`src/rtl/observer_scan_ctrl.sv`:
```
// Observer scan controller: walks observer mode/register selects and snapshots data_i once per entry.
// Optional macro OBS_SCAN_REG_SWEEP_EN: mode 0 sweeps reg 0..15 instead of a single reg_sel_i entry.
module observer_scan_ctrl #(
    parameter int unsigned DWELL     = 4,
    parameter logic [2:0]  LAST_MODE = 3'd5
) (
    input  logic        clk,
    input  logic        rst,
    input  logic        start_i,
    input  logic        stop_i,
    input  logic        step_i,
    input  logic [3:0]  reg_sel_i,
    input  logic [15:0] data_i,
    output logic [2:0]  mode_o,
    output logic [3:0]  reg_sel_o,
    output logic [15:0] snap_o,
    output logic        snap_valid_o,
    output logic        busy_o,
    output logic        frame_done_o
);

    typedef enum logic [1:0] {IDLE, SETTLE, HOLD} state_t;

    localparam logic [7:0] DWELL_M1 = 8'(DWELL - 1);

    state_t     state;
    logic [2:0] idx_mode;
    logic [7:0] cnt;
    logic       stop_flag;
    logic       step_mode;

    logic [2:0] nxt_mode;
    logic [3:0] nxt_sel;
    logic [3:0] cur_sel;
    logic       wrap;

`ifdef OBS_SCAN_REG_SWEEP_EN
    logic [3:0] idx_reg;
    logic [3:0] nxt_reg;

    always_comb begin
        nxt_mode = idx_mode;
        nxt_reg  = 4'd0;
        wrap     = 1'b0;
        if (idx_mode == 3'd0 && idx_reg != 4'hF) begin
            nxt_reg = idx_reg + 4'd1;
        end else if (idx_mode >= LAST_MODE) begin
            nxt_mode = 3'd0;
            wrap     = 1'b1;
        end else begin
            nxt_mode = idx_mode + 3'd1;
        end
        // Non-zero modes always carry reg 0, so the index register is the select.
        cur_sel = idx_reg;
        nxt_sel = nxt_reg;
    end
`else
    always_comb begin
        nxt_mode = idx_mode + 3'd1;
        wrap     = 1'b0;
        if (idx_mode >= LAST_MODE) begin
            nxt_mode = 3'd0;
            wrap     = 1'b1;
        end
        // Single mode-0 entry observes whichever register the host selects right now.
        cur_sel = (idx_mode == 3'd0) ? reg_sel_i : 4'd0;
        nxt_sel = (nxt_mode == 3'd0) ? reg_sel_i : 4'd0;
    end
`endif

    always_ff @(posedge clk or posedge rst) begin
        if (rst) begin
            state        <= IDLE;
            idx_mode     <= 3'd0;
`ifdef OBS_SCAN_REG_SWEEP_EN
            idx_reg      <= 4'd0;
`endif
            cnt          <= 8'd0;
            stop_flag    <= 1'b0;
            step_mode    <= 1'b0;
            mode_o       <= 3'd0;
            reg_sel_o    <= 4'd0;
            snap_o       <= 16'h0000;
            snap_valid_o <= 1'b0;
            busy_o       <= 1'b0;
            frame_done_o <= 1'b0;
        end else begin
            snap_valid_o <= 1'b0;
            frame_done_o <= 1'b0;
            case (state)
                IDLE: begin
                    stop_flag <= 1'b0;
                    if (!stop_i && (start_i || step_i)) begin
                        step_mode <= !start_i;
                        state     <= SETTLE;
                        busy_o    <= 1'b1;
                        mode_o    <= idx_mode;
                        reg_sel_o <= cur_sel;
                    end
                end
                SETTLE: begin
                    if (stop_i) stop_flag <= 1'b1;
                    snap_o       <= data_i;
                    snap_valid_o <= 1'b1;
                    cnt          <= DWELL_M1;
                    state        <= HOLD;
                end
                HOLD: begin
                    if (stop_i) stop_flag <= 1'b1;
                    if (cnt == 8'd0) begin
                        idx_mode     <= nxt_mode;
`ifdef OBS_SCAN_REG_SWEEP_EN
                        idx_reg      <= nxt_reg;
`endif
                        frame_done_o <= wrap;
                        // Index is advanced even when stopping so the next start resumes after this entry.
                        if (stop_flag || stop_i || step_mode) begin
                            state     <= IDLE;
                            busy_o    <= 1'b0;
                            stop_flag <= 1'b0;
                        end else begin
                            state     <= SETTLE;
                            mode_o    <= nxt_mode;
                            reg_sel_o <= nxt_sel;
                        end
                    end else begin
                        cnt <= cnt - 8'd1;
                    end
                end
                default: state <= IDLE;
            endcase
        end
    end

endmodule

```
`config.mk`:
```
export PLATFORM = sky130hd
export DESIGN_NAME = observer_scan_ctrl
export DESIGN_NICKNAME = d
export VERILOG_FILES = /design/src/rtl/observer_scan_ctrl.sv
export SDC_FILE = /design/constraint.sdc
export NUM_CORES = 1
export LEC_CHECK = 0
export BUFFER_PORTS_ARGS = -buffer_cell sky130_fd_sc_hd__buf_4
export CAP_MARGIN = 20
export CORE_ASPECT_RATIO = 0.9
export CORE_MARGIN = 4
export CORE_UTILIZATION = 49
export DETAILED_ROUTE_END_ITERATION = 8
export PLACE_DENSITY = 0.75
export SLEW_MARGIN = 10
export SYNTH_ARGS = -nofsm -noshare
export SYNTH_HDL_FRONTEND = slang
export SYNTH_SLANG_ARGS = --single-unit
```
`constraint.sdc`:
```
create_clock -name clk -period 2.39 [get_ports clk]
set_input_delay 0.3585 -clock clk [delete_from_list [all_inputs] [get_ports clk]]
set_output_delay 0.3585 -clock clk [all_outputs]
set_load 0.01 [all_outputs]
```
After elaboration in Yosys (flattened, before gate mapping)
Index checks and enable logic that the tools add are counted.
- bits in registers: 41
- latch bits: 0
- memory bits (writable): 0
- ROM bits: 0
- input port bits: 25
- output and inout port bits: 26
- logic and storage cells: 69
- memories: 0
- add/sub/neg operators: 2
- $mul: 0
- divide/modulo/power cells: 0
- order comparisons: 1
- equal/unequal tests: 7
- shift-type cells: 0
- muxes and demuxes: 29
- bitwise logic cells: 0
- reductions and logical operators: 19
- operator list (cell ; count):
    $mux 4 ; 5
    $pmux 8 s2 ; 1
    $mux 3 ; 4
    $mux 1 ; 11
    $ne 2x2->1 const B ; 5
    $logic_not 8->1 ; 1
    $mux 8 ; 1
    $pmux 4 s2 ; 1
    $reduce_and 2->1 ; 4
    $reduce_and 4->1 ; 2
    $sub 8x1->8 const B ; 1
    $logic_not 3->1 ; 2
    $pmux 2 s3 ; 1
    $pmux 3 s2 ; 1
    $mux 2 ; 2
    $reduce_bool 2->1 ; 2
    $add 3x1->3 const B ; 1
    $ge 3x3->1 const B ; 1
    $logic_or 1x1->1 ; 3
    $pmux 1 s3 ; 1
    $reduce_bool 3->1 ; 1
    $eq 2x1->1 const B ; 1
    $eq 2x2->1 const B ; 1
    $logic_not 1->1 ; 2
    3 further kinds ; 3

Depth between registers and ports, before layout
Gate-level depths: netlist of the first run.
- depth after elaboration: 7
- gate-level depth with buffers: 7
- depth with buffers taken out: 6

Worst setup path after synthesis of the first run
Ideal clock, no wire load.
- path kind: register -> register
- from: register cnt[0]
- to: register mode_o[0]
- library setup time: 0.125 ns
- arrival: 1.773 ns
- data required time: 2.265 ns
- path slack: 0.492 ns
- cell stages (with the launch flop): 7
- buffers on the path: 0
- period minus slack after synthesis: 1.898 ns
- path through: dfrtp_1 -> inv_1 -> ha_1 -> nor3b_1 -> a32oi_1 -> a21oi_4 -> mux2_2
- longest elaborated chain between the ends: 3
- ends and longest elaborated chain (element ; RTL line ; RTL):
    start, declared ; 28 ; logic [7:0] cnt;
    start signal, assigned ; 127 ; cnt <= cnt - 8'd1;
    $logic_not 8->1 ; 110 ; if (cnt == 8'd0) begin
    $ne 2x2->1 (no source line) ; -- ;
    $reduce_and 4->1 (no source line) ; -- ;
    end signal, assigned ; 97 ; mode_o <= idx_mode;
    end signal, assigned ; 123 ; mode_o <= nxt_mode;
    end, declared ; 14 ; output logic [2:0] mode_o,
Every way passes these cells.
A chain may end at the register's enable or synchronous reset.

Worst setup path in the final report of the first run
- from: register state[0]
- to: register reg_sel_o[2]
- longest elaborated chain between the ends: 3
- elaborated cells between the ends (all ways): 8
- those cells by class: eq/ne (4); mux (1); reduce/logical (3)
- ends and longest elaborated chain (element ; RTL line ; RTL):
    start, declared ; 26 ; state_t state;
    start signal, assigned ; 73 ; state <= IDLE;
    start signal, assigned ; 95 ; state <= SETTLE;
    start signal, assigned ; 106 ; state <= HOLD;
    $eq 2x2->1 or $logic_not 2->1 (tied branches) ; 90 ; case (state)
    $ne 2x2->1 (no source line) or $reduce_bool 2->1 (tied branches) ; -- ;
    $reduce_and 4->1 (no source line) ; -- ;
    end signal, assigned ; 98 ; reg_sel_o <= cur_sel;
    end signal, assigned ; 124 ; reg_sel_o <= nxt_sel;
    end, declared ; 15 ; output logic [3:0] reg_sel_o,
Several ways; a longest one is shown, not always the timed one.

==> summary.md, run 1 <==
| Metric | Value |
|---|---|
| Run status | `finished, final reports clean` |
| Vias post-DR | `1,444` |
| F_max | `0.483 GHz` |
| Setup CP Type | `reg -> reg` |
| Post-CTS Setup Bufs | `0` |
| Port bufs | `50` |
| Clock Path Buffers | `2` |
| Clock transition at path regs | `80 ps` |
| Vias in the first global route | `1,446` |
| CTS root buffer | `clkbuf_8` |
| Initial antenna violation count | `0` |
| Post-route DRC | `0` |
| Drt initial violations | `88` |
| DP Cell Count | `259` |
| Synth Register Bits | `41` |
| Rel. slew slack | `0.618` |
| P per Cell Area | `1320 nW/um^2` |
| Commonest cells after routing, fill and taps aside | `buf_4, dfrtp_1, mux2_2` |
| Period utilization | `0.866` |
| Routability cong. | `0.838` |
| Worst-Skew Late Latency | `280 ps` |
| Startpoint types | `flop` |
| Worst Slack Setup Final | `321 ps` |
| Worst-path fanout max | `7` |
| DR vias/cell | `5.43` |
| CTS tree | `yes` |
| Synth Instances | `164` |
| YS warnings | `0` |
| WP data arrival | `2240 ps` |
| Clk_skew | `8.68 ps` |
| Syn Nets | `198` |
| DR WL/cell | `15.5 um` |
| Total wire length | `4120 um` |
| Post-Synthesis Cell Area | `1990 um^2` |
| Hold Buf Count CTS | `0` |
| Final setup fails | `0` |
| Tot GR Track Use | `0.171` |
| Nets | `254` |
| Total clock sinks | `41` |
| DIE AREA | `5150 um^2` |
| Overall Power | `3330 uW` |
| # diodes | `0` |
| Core ar. | `3810 um^2` |
| Worst-Margin Slew | `568 ps` |
| Pre-CTS setup slack | `368 ps` |
| RSZ-0062 raised after global routing | `false` |
| Maximum VDD drop | `0.771 mV` |
| Most used DFF post-synth | `dfrtp_1` |
| Area grow syn2layout | `27.3%` |
| Number of fill cells | `272` |
| Share of layout cells above drive strength 1 | `0.423` |
| Initial Util | `0.523` |
| CP required | `2560 ps` |
| Crit. End Element | `flop` |
| 1st-pass router iterations | `4` |
| Remaining Overflow, GRT | `0` |
| Sequential share of the synthesized area | `0.515` |
| Leak Pwr | `0.00122 uW` |
| DRT antenna net count | `0` |
| Fin Setup TNS | `0 ps` |
| H-tree levels | `2` |
| Final slew viol count | `0` |
| I/O pin cnt | `51` |
| Number of flops mapped to enable cells by yosys | `0` |
| Post-DP HPWL | `3130 um` |
| Unique cell type count in the Yosys netlist | `40` |
| Most common cell after layout, fill and taps aside | `buf_4` |
| Die width | `75.2 um` |
| Hold Vio Cnt, Final | `0` |
| Cell Count, Final, Fillers Out | `266` |
| Largest net degree at the start of global routing | `42` |
| # resized after CTS | `0` |
| Asr flop ratio synth | `1.00` |
| Worst hold path type | `in -> async` |
| Rows | `21` |
| First-pass GRT wire length | `6530 um` |
| Crit path time final | `2070 ps` |
| TritonCTS buffer count | `5` |
| Max Cap Violations | `0` |
| Syn avg cell area | `12.1 um^2` |
| Die Height | `68.5 um` |
==> synth_stat cells, types with 4 or more instances <==
library cell  number  area share
nand3_1            4       0.010
inv_1              9       0.017
a21boi_0           4       0.015
ha_1               9       0.057
mux2i_1            5       0.025
o21ai_0            6       0.015
a31oi_1            4       0.013
a21oi_1            5       0.013
dfrtp_1           41        0.52
nand2_1            9       0.017
nor2_1             8       0.015
mux2_2            24        0.14
==> per-stage QoR <==
stage | utilization | hold slack (ps) | instance area, um^2
floorplan | - | 456 | 1990
global placement | 0.638 | 490 | 2430
detailed placement | 0.638 | 497 | 2430
CTS | 0.665 | 204 | 2530
global route | 0.665 | 242 | 2530
finish | 0.665 | 192 | 2530
==> layer usage <==
layer  share of wire  vias up  global-route usage
li1                -      708                   -
met1            0.43      699               0.206
met2            0.51       35               0.286
met3           0.054        2              0.0529
met4          0.0075        0              0.0677
met5               0        -                   0
==> critical path, cell delays in order (launching register included) <==
cell and delay [ps]:
dfrtp_1 410, inv_1 100, ha_1 270, nor4b_2 320, a32oi_1 200, a21oi_4 270
mux2_2 370
==> path summary, 6_finish.rpt <==
kind	cells past startpoint	slack [ps]	start	end
max in group asynchronous	3	1840	rst	cnt[0]$_DFFE_PP0P_
min	3	190	rst	snap_o[14]$_DFFE_PP0P_
min reg2reg	1	510	snap_o[10]$_DFFE_PP0P_	snap_o[10]$_DFFE_PP0P_
max reg2reg	6	320	state[0]$_DFFE_PP0P_	reg_sel_o[2]$_DFFE_PP0P_
max	6	320	state[0]$_DFFE_PP0P_	reg_sel_o[2]$_DFFE_PP0P_
min in group clk	2	280	start_i	step_mode$_DFFE_PP0P_
==> power by group <==
| group | leakage [uW] | internal (uW) | switching, uW |
|---|---|---|---|
| sequential | 0.000506 | 997 | 229 |
| clock | 0.0000540 | 303 | 219 |
| combinational | 0.000661 | 819 | 767 |
| total | 0.00122 | 2120 | 1220 |
==> kinds of logic (layout without fill, tap and decap cells) <==
kind of cell    count (synthesis)  count (layout)  synth area share
mux                            29              29             0.161
buf+inv                        14              70            0.0289
flops                          41              41             0.515
compound gates                 32              32             0.114
simple gates                   38              38             0.120
fa+ha+maj                       9               9            0.0565
xor+xnor                        1               1           0.00440
==> registers in the layout (all words and copies together) (netlist names) <==
signal	count
busy_o	1
state	2
cnt	8
frame_done_o	1
step_mode	1
idx_mode	3
snap_valid_o	1
snap_o	16
reg_sel_o	4
mode_o	3
stop_flag	1
==> final cells by class <==
| class | count | area [um^2] | area share |
|---|---|---|---|
| clock inverters | 2 | 35.0 | 0.0138 |
| well taps | 46 | 57.6 | 0.0227 |
| repair buffers | 54 | 405 | 0.160 |
| flip-flops and latches | 41 | 1030 | 0.405 |
| clock buffers | 5 | 68.8 | 0.0271 |
| inverters | 9 | 33.8 | 0.0133 |
| multi-input cells | 109 | 908 | 0.358 |
(Power assumes the default switching activity.)
==> inputs of run 2 (changes only) <==
- CTS_BUF_LIST: not set -> sky130_fd_sc_hd__clkbuf_4
- SKIP_CTS_REPAIR_TIMING: not set -> 1
==> run 2 against run 1 <==
  * Non-clock buffer count unchanged
  * Cell area decreased by 1.2%
  * Sequential power about the same
  * Hold slack got worse by 69 ps
  * Setup slack improved by 3.8 ps
  * Cell count unchanged
  * Clock power decreased by 20%
  * Via count decreased by 0.35%
  * Fmax increased by 0.18%
  * Flip-flop and latch count unchanged
  * Global-route usage decreased by 0.34 points
  * Routed wire length decreased by 2.6%
  * Critical path type unchanged
  * Largest cell class unchanged
  * Largest power group unchanged
==> summary.md, run 2 (same netlist as run 1, synthesis figures left out) <==
| Metric | Value |
|---|---|
| Run status | `finished, final reports clean` |
| Startpoint types | `flop` |
| WP data arrival | `2300 ps` |
| Clock Path Buffers | `2` |
| Vias post-DR | `1,439` |
| Port bufs | `50` |
| Largest net degree at the start of global routing | `42` |
| Share of layout cells above drive strength 1 | `0.423` |
| Worst Setup SP | `state[0]$_DFFE_PP0P_` |
| TritonCTS buffer count | `5` |
| DR vias/cell | `5.41` |
| Seq pwr share | `0.379` |
| Rel. slew slack | `0.628` |
| Hold Vio Cnt, Final | `0` |
| Gate power share | `0.491` |
| Crit path time final | `2070 ps` |
| Core ar. | `3810 um^2` |
| Final setup fails | `0` |
| CP required | `2620 ps` |
| Clock transition at path regs | `120 ps` |
| Clk_skew | `9.70 ps` |
| Initial Util | `0.523` |
| Die Height | `68.5 um` |
| DR WL/cell | `15.1 um` |
| Psw | `1200 uW` |
| Total clock sinks | `41` |
| Rows | `21` |
| Period utilization | `0.864` |
| Area grow syn2layout | `25.7%` |
| Leak Pwr | `0.00121 uW` |
| Overall Power | `3230 uW` |
| Commonest cells after routing, fill and taps aside | `buf_4, dfrtp_1, mux2_2` |
| Registers with the most flip-flops | `snap_o (16), cnt (8), reg_sel_o (4)` |
| F_max | `0.484 GHz` |
| # diodes | `0` |
| FF-to-FF Start | `state[0]$_DFFE_PP0P_` |
| Tot GR Track Use | `0.167` |
| Total wire length | `4020 um` |
| Worst-path fanout max | `7` |
| Nets | `254` |
| Setup CP Type | `reg -> reg` |
| CTS tree | `yes` |
| Worst-Margin Slew | `553 ps` |
| First-pass GRT wire length | `6460 um` |
| Routability cong. | `0.838` |
| Drt initial violations | `87` |
| DRT antenna net count | `0` |
| Post-route DRC | `0` |
| Max Cap Violations | `0` |
| P per Cell Area | `1290 nW/um^2` |
| CTS root buffer | `clkbuf_4` |
| Cell Int Power | `2030 uW` |
| Maximum VDD drop | `0.758 mV` |
| Most common cell after layout, fill and taps aside | `buf_4` |
| Final slew viol count | `0` |
| Post-DP HPWL | `3130 um` |
| Vias in the first global route | `1,466` |
| Remaining Overflow, GRT | `0` |
| Worst-Skew Late Latency | `340 ps` |
| Crit. End Element | `flop` |
| Clock power share | `0.130` |
| 1st-pass router iterations | `4` |
| RSZ-0062 raised after global routing | `false` |
| Max reg flops | `16` |
| Most flops, register | `snap_o` |
| Switch share | `0.372` |
| DIE AREA | `5150 um^2` |
| Worst hold margin | `123 ps` |
| DP Cell Count | `259` |
| Cell Count, Final, Fillers Out | `266` |
| Core Util, Final | `0.657` |
| Number of fill cells | `275` |
| Fin Setup TNS | `0 ps` |
| I/O pin cnt | `51` |
| Worst hold path type | `in -> async` |
| H-tree levels | `2` |
| Initial antenna violation count | `0` |
| Die width | `75.2 um` |
run 2: path summary, 6_finish.rpt:
| check | end | slack [ps] | cells after the start |
|---|---|---|---|
| setup / recovery | reg_sel_o[2]$_DFFE_PP0P_ | 320 | 6 |
| min in group clk | step_mode$_DFFE_PP0P_ | 220 | 2 |
| hold / removal | snap_o[14]$_DFFE_PP0P_ | 120 | 3 |
| max in group asynchronous | cnt[0]$_DFFE_PP0P_ | 1910 | 3 |
| hold reg to reg | cnt[7]$_DFFE_PP0P_ | 520 | 1 |
| setup reg to reg | reg_sel_o[2]$_DFFE_PP0P_ | 320 | 6 |
run 2: critical path: stages (launching register included):
cell     delay [ps]
dfrtp_1         420
inv_1           100
ha_1            270
nor4b_2         310
a32oi_1         200
a21oi_4         270
mux2_2          370
run 2: layer usage:
layer / up-vias / wire length (um) / GRT usage
met5: - / 0 / 0
met4: 0 / 32 / 0.0633
met3: 5 / 218 / 0.0529
met2: 32 / 2060 / 0.280
met1: 693 / 1710 / 0.202
li1: 709 / - / -
run 2: area by class of cell:
cell class	count	area [um^2]	area share
timing repair buffer	54	405	0.162
inverter	9	33.8	0.0135
sequential	41	1030	0.410
tap	46	57.6	0.0230
multi-input combinational	109	908	0.363
clock inverter	2	35.0	0.0140
clock buffer	5	37.5	0.0150
run 2: stage by stage:
step	instance area [um^2]	setup slack, ps
floorplan	1990	492
global placement	2430	470
detailed placement	2430	368
CTS	2500	331
global route	2500	211
finish	2500	325
run 2: power by group through the flow:
stage               Clock [uW]  Sequential [uW]  Combinational, uW
global placement             0             1210               1530
finish                     420             1220               1580
floorplan                    0             1290                937
global route               468             1260               1730
CTS                        437             1230               1590
detailed placement           0             1230               1590
